`src/rtl/dff_ram_pkg.sv`:
```
// Shared helpers and types for the parametrised 1R1W flip-flop RAM.
// Optional parity (DFF_RAM_PARITY_EN) is selected per build in the lane and top files.
package dff_ram_pkg;

  localparam int unsigned DEF_LANE_W = 8;

  // Default lane slice; the top overrides it with its own LANE_W-wide type.
  typedef logic [DEF_LANE_W-1:0] lane_t;

  function automatic int unsigned lanes_f(input int unsigned width, input int unsigned lane_w);
    return width / lane_w;
  endfunction

  function automatic int unsigned aw_f(input int unsigned depth);
    return (depth < 2) ? 1 : $clog2(depth);
  endfunction

  function automatic bit lane_fit_f(input int unsigned width, input int unsigned lane_w);
    return (lane_w != 0) && ((width % lane_w) == 0);
  endfunction

endpackage

```
`src/rtl/dff_ram_lane.sv`:
```
// One lane column of the 1R1W DFF RAM: masked write, write-first forwarding,
// and a per-word even-parity bit when DFF_RAM_PARITY_EN is defined.
module dff_ram_lane
  import dff_ram_pkg::*;
#(
  parameter int unsigned DEPTH       = 4,
  parameter int unsigned AW          = 2,
  parameter type         lane_data_t = lane_t
) (
  input  logic          clk,
  input  logic          rst,
  input  logic          we_i,
  input  logic [AW-1:0] waddr_i,
  input  lane_data_t    wdata_i,
  input  logic [AW-1:0] raddr_i,
  output lane_data_t    rdata_o,
  output logic          perr_o
);

  lane_data_t mem_q [DEPTH];
  logic       fwd;

  // we_i is only raised for in-range addresses with this lane's mask bit set.
  assign fwd     = we_i && (waddr_i == raddr_i);
  assign rdata_o = fwd ? wdata_i : mem_q[raddr_i];

  // NOTE: storage is cleared on reset on purpose; every word must read 0 afterwards.
  always_ff @(posedge clk) begin
    if (rst) begin
      for (int i = 0; i < DEPTH; i++) mem_q[i] <= '0;
    end else if (we_i) begin
      mem_q[waddr_i] <= wdata_i;
    end
  end

`ifdef DFF_RAM_PARITY_EN
  logic par_q [DEPTH];
  logic rpar;

  always_ff @(posedge clk) begin
    if (rst) begin
      for (int i = 0; i < DEPTH; i++) par_q[i] <= 1'b0;
    end else if (we_i) begin
      par_q[waddr_i] <= ^wdata_i;
    end
  end

  assign rpar   = fwd ? ^wdata_i : par_q[raddr_i];
  assign perr_o = (^rdata_o) ^ rpar;
`else
  assign perr_o = 1'b0;
`endif

endmodule

```
`src/rtl/dff_ram_1r1w.sv`:
```
// Parametrised flip-flop RAM, one write and one read port, per-lane write mask,
// write-first same-address forwarding. Parity enabled by DFF_RAM_PARITY_EN.
module dff_ram_1r1w
  import dff_ram_pkg::*;
#(
  parameter  int unsigned WIDTH  = 72,
  parameter  int unsigned DEPTH  = 4,
  parameter  int unsigned LANE_W = 8,
  localparam int unsigned LANES  = lanes_f(WIDTH, LANE_W),
  localparam int unsigned AW     = aw_f(DEPTH)
) (
  input  logic             clk,
  input  logic             rst,
  input  logic             we_n,
  input  logic [AW-1:0]    waddr,
  input  logic [WIDTH-1:0] wdata,
  input  logic [LANES-1:0] wmask,
  input  logic             re_n,
  input  logic [AW-1:0]    raddr,
  output logic [WIDTH-1:0] rdata,
  output logic             rvalid,
  output logic             perr
);

  if (!lane_fit_f(WIDTH, LANE_W)) begin : g_bad_cfg
    $error("dff_ram_1r1w: WIDTH must be a non-zero multiple of LANE_W");
  end

  typedef logic [LANE_W-1:0] lane_slice_t;

  localparam logic [AW:0] DEPTH_L = (AW+1)'(DEPTH);

  logic             wr_ok;
  logic             rd_ok;
  logic [WIDTH-1:0] rd_word;
  logic [LANES-1:0] lane_perr;

  logic [WIDTH-1:0] rdata_q, rdata_d;
  logic             rvalid_q, rvalid_d;
  logic             perr_q, perr_d;

  // Out-of-range writes are dropped here, so lanes never see them.
  assign wr_ok = !we_n && ({1'b0, waddr} < DEPTH_L);
  assign rd_ok = {1'b0, raddr} < DEPTH_L;

  for (genvar g = 0; g < LANES; g++) begin : g_lane
    dff_ram_lane #(
      .DEPTH       (DEPTH),
      .AW          (AW),
      .lane_data_t (lane_slice_t)
    ) u_lane (
      .clk     (clk),
      .rst     (rst),
      .we_i    (wr_ok && wmask[g]),
      .waddr_i (waddr),
      .wdata_i (wdata[g*LANE_W +: LANE_W]),
      .raddr_i (raddr),
      .rdata_o (rd_word[g*LANE_W +: LANE_W]),
      .perr_o  (lane_perr[g])
    );
  end

  // NOTE: defaults first so every path assigns every output and no latch is inferred.
  always_comb begin
    rdata_d  = rdata_q;
    rvalid_d = 1'b0;
    perr_d   = 1'b0;
    if (!re_n) begin
      rvalid_d = 1'b1;
      rdata_d  = rd_ok ? rd_word : '0;
      perr_d   = rd_ok && (|lane_perr);
    end
  end

  // NOTE: non-blocking assignments for all state so registers update together.
  always_ff @(posedge clk) begin
    if (rst) begin
      rdata_q  <= '0;
      rvalid_q <= 1'b0;
      perr_q   <= 1'b0;
    end else begin
      rdata_q  <= rdata_d;
      rvalid_q <= rvalid_d;
      perr_q   <= perr_d;
    end
  end

  assign rdata  = rdata_q;
  assign rvalid = rvalid_q;
  assign perr   = perr_q;

endmodule

```
`config.mk`:
```
export PLATFORM = sky130hd
export DESIGN_NAME = dff_ram_1r1w
export DESIGN_NICKNAME = d
export VERILOG_FILES = /design/src/rtl/dff_ram_pkg.sv /design/src/rtl/dff_ram_lane.sv /design/src/rtl/dff_ram_1r1w.sv
export SDC_FILE = /design/constraint.sdc
export NUM_CORES = 1
export LEC_CHECK = 0
export BUFFER_PORTS_ARGS = -buffer_cell sky130_fd_sc_hd__buf_2
export CORE_MARGIN = 2
export CORE_UTILIZATION = 59
export CTS_CLUSTER_DIAMETER = 60
export CTS_CLUSTER_SIZE = 30
export DETAILED_ROUTE_END_ITERATION = 8
export PLACE_DENSITY = 0.78
export RECOVER_POWER = 50
export SETUP_SLACK_MARGIN = 0.2
export SYNTH_ARGS = -nofsm -noshare
export SYNTH_HDL_FRONTEND = slang
export SYNTH_SLANG_ARGS = --single-unit
```
`constraint.sdc`:
```
create_clock -name clk -period 2.45 [get_ports clk]
set_input_delay 0.49 -clock clk [delete_from_list [all_inputs] [get_ports clk]]
set_output_delay 0.49 -clock clk [all_outputs]
set_load 0.05 [all_outputs]
```
==> results of run 1 <==
power groups by stage:
stage                     sequential [mW]  clock [mW]  combinational, mW
after floorplan                      7.61           0              0.725
after global placement               7.29           0               1.56
after detailed placement             7.31           0               1.58
after CTS                            7.18        4.71               1.59
after global routing                 7.21        4.90               1.67
final                                7.17        4.67               1.57
cell families after synthesis:
group	Yosys count
other	1
DFF	361
muxes	72
and+or+nand+nor	436
buffers and inverters	76
xor gates and xnor gates	4
AOI/OAI and AO/OA	107
sequential cells by signal, summed over array words and instances, names as in the netlist:
register	cells
g_lane.u_lane.mem_q	288
rdata	72
rvalid	1
worst max-delay path, cell delays in order:
cell and delay (ps):
clkbuf_1 400, buf_4 370, nor2_1 80, xor2_1 160, a31oi_1 730, a221o_1 270
through the flow:
step / instances / hold WS [ps]
5_1_grt: 1606 / 203
2_1_floorplan: 1057 / 621
4_1_cts: 1605 / 186
3_3_place_gp: 1561 / 464
6_report: 1606 / 204
3_5_place_dp: 1561 / 467
worst min path at each step:
stage / start / to / slack (ps) / cells after the start
final: wdata[42] / rdata[42]$_SDFFE_PP0N_ / 200 / 2
after global routing: wdata[42] / rdata[42]$_SDFFE_PP0N_ / 200 / 2
after CTS: wdata[62] / rdata[62]$_SDFFE_PP0N_ / 190 / 2
after detailed placement: rdata[55]$_SDFFE_PP0N_ / rdata[55]$_SDFFE_PP0N_ / 470 / 1
after global placement: rdata[28]$_SDFFE_PP0N_ / rdata[28]$_SDFFE_PP0N_ / 460 / 1
after floorplan: wdata[64] / rdata[64]$_SDFFE_PP0N_ / 620 / 2
Yosys cell counts, drive strengths merged (6+ instances only):
| library cell | instances |
|---|---|
| a2111oi | 6 |
| a211oi | 6 |
| a21o | 7 |
| a221o | 64 |
| a22oi | 8 |
| and2 | 240 |
| and3 | 64 |
| buf | 20 |
| clkbuf | 41 |
| dfxtp | 73 |
| edfxtp | 288 |
| inv | 15 |
| mux4 | 72 |
| nand2 | 11 |
| nor2 | 30 |
| nor3b | 48 |
| o21ai | 10 |
| or2 | 29 |
layer usage:
| layer | wire length [um] | part of all wire |
|---|---|---|
| met1 | 14300 | 0.40 |
| met2 | 18200 | 0.50 |
| met3 | 2490 | 0.069 |
| met4 | 1100 | 0.030 |
| met5 | 0 | 0 |
cell type report:
cell class / count / area (sq um) / share of cell area
clock buffers: 25 / 626 / 0.0342
flip-flops and latches: 361 / 10100 / 0.553
diodes: 1 / 2.50 / 0.000137
repair buffers: 224 / 1250 / 0.0686
clock inverters: 19 / 298 / 0.0163
inverters: 15 / 56.3 / 0.00308
multi-input cells: 620 / 5490 / 0.301
well taps: 341 / 427 / 0.0234
==> results.cfg, run 1 <==
[yosys]
synthAdderAreaFrac = 0
synthArstFlopShare = 0
synth.distinct_cells = 40
synth_top_family_by_area = simple AND/OR/NAND/NOR gates
yosys.area_share.simple = 0.171
synthXorXnorAreaFrac = 0.00220
ys_seq_area_frac = 0.636
netlist_top_cells_area = edfxtp_1 54%, mux4_2 10%, and2_1 9.4%
synth_ff_type = edfxtp_1
yosysTopAreaCell = edfxtp_1
synth_compound_area_frac = 0.0691
synth.area.mux_share = 0.102
synthesis.area_sq_mm = 0.0159
synth_enable_flop_cells = 288
ys_ff_latch = 361
yosys.area.top_type_share = 0.544
synth_cells = 1057
yosysWarningCount = 0
avgSynthCellArea_sq_um = 15.0
syn_nets = 1146

[cts]
path_clk_slew_ps = 100
ctsLongestPathBuffers = 3
clkLatencyLatePin_ps = 550
post_cts_buffers = 0
cts_tree = built
cts_buffers = 24
cts_hold_buf = 0
htreeDepth = 1
root_buffer = clkbuf_16
cts_resized = 0
clock-sinks = 361

[sta]
fin_crit_ps = 2030
fmax_ghz = 0.493
finalSetupViolations = 0
maxSlewHeadroom = 0.241
finalCritPeriodShare = 0.828
worst_slack_ps = 422
fin_setup_tns_ps = 0
finClkSkew_ps = 22.9
final_hold_viol_count = 0
tightest_slew_ps = 1140
rsz0062_at_grt = no
drv_slew = 0

[grt]
grt_max_degree = 43
grtUsageTotal = 0.258
grt_pass1_vias = 10100
antenna_found_initial = 1
grt-ovfl-total = 0
use_met3 = 0.0287
gr-usage-met2 = 0.443
grt_most_used_layer = met2
grtUsageMet1 = 0.349
grt_pass1_wl_mm = 56.0

[job]
max-cap-violations = 0

[hold_path]
hold_class = input port to flip-flop

[pwr]
powerDensity_mw_per_mm2 = 734
p_leak_nw = 6.87
power_frac_comb = 0.117
p_switching_mw = 3.61
ir_drop_uv = 807
p_sw_frac = 0.269
p_int_mw = 9.80
power.total_mw = 13.4
p_clk_frac = 0.348
seq_power_share = 0.535

[detailed_routing]
antenna_violating_nets_post_route = 0
first_pass_iters = 5
vias = 9792
drt-vias-per-instance = 6.10
drt-initial-drc-count = 708
drc_errors = 0
wl_per_cell_um = 22.5
finalWirelength_mm = 36.2

[placement]
pre_cts_ws_ps = 131
port_buffers = 161
gp_congestion = 0.796
hpwl_mm = 24.2
placed_area_sq_mm = 0.0174

[cells_and_area]
fillers = 1848
layout-drive-gt1-share = 0.287
area_growth_pct = 14.8
nNetsFinal = 1335
fin_util = 0.683
layout_commonest_cell = edfxtp_1
postLayoutCellArea_sq_mm = 0.0183
layout_common_cells = 288 x edfxtp_1, 158 x buf_2, 126 x and2_0

[run_status]
status = finished clean

[floorplanning]
die_w_um = 168
core_area_sq_mm = 0.0267
io_pins = 163
die_height_um = 168
die_area_sq_mm = 0.0283
start_util = 0.595
fp-row-count = 60

[worst_setup_path]
criticalPathCategory = input port to flip-flop
end_kind = flip-flop
arrival_ps = 2510
rr_endpoint = rdata[22]$_SDFFE_PP0N_
required_ps = 2940
cp-startpoint = rst
cp-endpoint = rdata[13]$_SDFFE_PP0N_
r2r_slack_ps = 1000
start_kind = input port
cp_max_fo = 26
ff2ff_path_depth = 3
r2r-start = g_lane[2].u_lane.mem_q[3][6]$_DFFE_PP_
(Power assumes the default switching activity.)
==> inputs of run 2 (changes only) <==
ABC_AREA = 1   (was default)
CORE_UTILIZATION = 54   (was 59)
PLACE_DENSITY = 0.75   (was 0.78)
clock period = 1.82 ns   (was 2.45 ns; I/O delays follow)
==> run 2 against run 1 <==
Compared with the run above:
- clock-buffer cell count increased by 3
- synthesized area increased by 5.0%
- routed wire length increased by 16%
- sequential share of layout area decreased by 3.3 points
- clock power increased by 29%
- final area increased by 6.4%
==> results.cfg, run 2 <==
[run_status]
status = finished clean

[worst_setup_path]
required_ps = 1460
timing.critical_path.buf_inv = 1
cp_slowest_stage_delay_ps = 400
cp_max_fo = 2
cp_slowest_cell = dfxtp_1
crit_chain = buf_2
criticalPathCategory = flip-flop to output pin
start_kind = flip-flop
end_kind = output pin
arrival_ps = 1240
cp_top_family = flip-flops
r2r-start = g_lane[5].u_lane.mem_q[2][2]$_SDFFCE_PN0P_
cp-startpoint = rdata[25]$_SDFFE_PP0N_

[pwr]
p_sw_frac = 0.275
powerDensity_mw_per_mm2 = 938
p_leak_nw = 8.25
p_switching_mw = 5.01
ir_drop_uv = 805
power_frac_comb = 0.141
seq_power_share = 0.529
p_clk_frac = 0.330
p_int_mw = 13.2

[detailed_routing]
wl_per_cell_um = 17.2
finalWirelength_mm = 41.9
vias = 13500
drt-initial-drc-count = 1383
drc_errors = 0
drt-vias-per-instance = 5.51
first_pass_iters = 5
antenna_violating_nets_post_route = 0

[cells_and_area]
layout_commonest_cell = nor2_1
largest_reg_flops = 288
fin_util = 0.637
finalNonFillerCells = 2441
fillers = 2465
num_antenna_cells = 0
area_growth_pct = 16.4
layout-drive-gt1-share = 0.156
nNetsFinal = 2114
largest_register = g_lane.u_lane.mem_q
layout_common_cells = 467 x nor2_1, 288 x edfxtp_1, 283 x nand2_1

[sta]
tightest_slew_ps = 652
fin_crit_ps = 1600
worst_slack_ps = 217
drv_slew = 0
rsz0062_at_grt = no
final_hold_viol_count = 0
finClkSkew_ps = 19.4
finalCritPeriodShare = 0.881
maxSlewHeadroom = 0.565
fmax_ghz = 0.624
finalSetupViolations = 0

[floorplanning]
core_area_sq_mm = 0.0305
io_pins = 163
fp-row-count = 64
die_area_sq_mm = 0.0324
start_util = 0.547
die_w_um = 180
die_height_um = 180

[cts]
cts_tree = built
clock-sinks = 361
root_buffer = clkbuf_16
cts_buffers = 26
clkLatencyLatePin_ps = 550
ctsLongestPathBuffers = 3
path_clk_slew_ps = 90
htreeDepth = 1

[grt]
antenna_found_initial = 1
grt_max_degree = 59
grt_pass1_wl_mm = 68.1
gr-usage-met2 = 0.441
grtUsageMet1 = 0.343
grt_pass1_vias = 13500
use_met3 = 0.0318
grtUsageTotal = 0.258
grt-ovfl-total = 0
grt_most_used_layer = met2

[yosys]
ys_seq_area_frac = 0.605
synth_commonest_cells = 460 x nor2_1, 288 x edfxtp_1, 288 x nand2_1
avgSynthCellArea_sq_um = 9.21
synth_enable_flop_cells = 288
synthesis.area_sq_mm = 0.0167
yosysWarningCount = 0
yosysMostFrequentCell = nor2_1
synth_cells = 1813
yosys.area.top_type_share = 0.518
netlist_top_cells_area = edfxtp_1 52%, nor2_1 10%, dfxtp_1 8.7%
ys_ff_latch = 361
synth.distinct_cells = 25
syn_nets = 1902
yosysTopAreaCell = edfxtp_1
synth_ff_type = edfxtp_1
synthArstFlopShare = 0

[placement]
gp_congestion = 0.858
port_buffers = 161
pre_cts_ws_ps = -32.0
hpwl_mm = 28.9
dp_cells = 2393

[hold_path]
hold_start = wdata[21]
hold_class = input port to flip-flop

[job]
max-cap-violations = 0
==> run 2: what timing repair did <==
item,4_1_cts,5_1_grt
buffers inserted,0,0
resized for setup,2,1
hold buffers,0,0
endpoints found under the setup margin,2,1
==> run 2: path summary, 6_finish.rpt <==
kind	cells past startpoint	end	slack, ps
worst min-delay path	3	g_lane[2].u_lane.mem_q[1][5]$_SDFFCE_PN0P_	150
worst max-delay path	1	rdata[25]	220
worst min register to register	2	rdata[11]$_SDFFE_PP0N_	450
worst max register to register	5	rdata[42]$_SDFFE_PP0N_	670
==> run 2: stage by stage <==
| stage | cell area [sq um] | total power [mW] | hold slack (ps) | TNS, ps |
|---|---|---|---|---|
| floorplan | 16700 | 11.5 | 607 | 0 |
| global placement | 18800 | 12.4 | 431 | 0 |
| detailed placement | 18800 | 12.4 | 434 | -162 |
| CTS | 19700 | 18.4 | 139 | 0 |
| global route | 19400 | 18.9 | 153 | 0 |
| finish | 19400 | 18.2 | 152 | 0 |
==> run 2: power groups by stage <==
stage	Clock, mW	Combinational [mW]	Sequential [mW]
after global placement	0	2.55	9.81
after detailed placement	0	2.61	9.83
final	6.02	2.58	9.64
after global routing	6.37	2.79	9.70
after floorplan	0	1.24	10.2
after CTS	6.10	2.62	9.64
==> run 2: cells by family after synthesis <==
group           share of synthesized area
simple gates                        0.240
other cells                      0.000225
buf+inv                            0.0654
flops                               0.605
compound gates                     0.0894
==> run 2: layer usage <==
metal	wire [um]	vias to the layer above
met4	1380	2
li1	-	6454
met2	20200	635
met5	7	-
met3	3110	88
met1	17200	6282
==> run 2: final cells by class <==
| class | instances | area [sq um] | area share |
|---|---|---|---|
| well taps | 396 | 495 | 0.0255 |
| multi-input cells | 1191 | 5430 | 0.280 |
| flip-flops and latches | 361 | 10100 | 0.520 |
| repair buffers | 275 | 1870 | 0.0962 |
| clock buffers | 28 | 679 | 0.0350 |
| inverters | 170 | 646 | 0.0332 |
| clock inverters | 20 | 200 | 0.0103 |
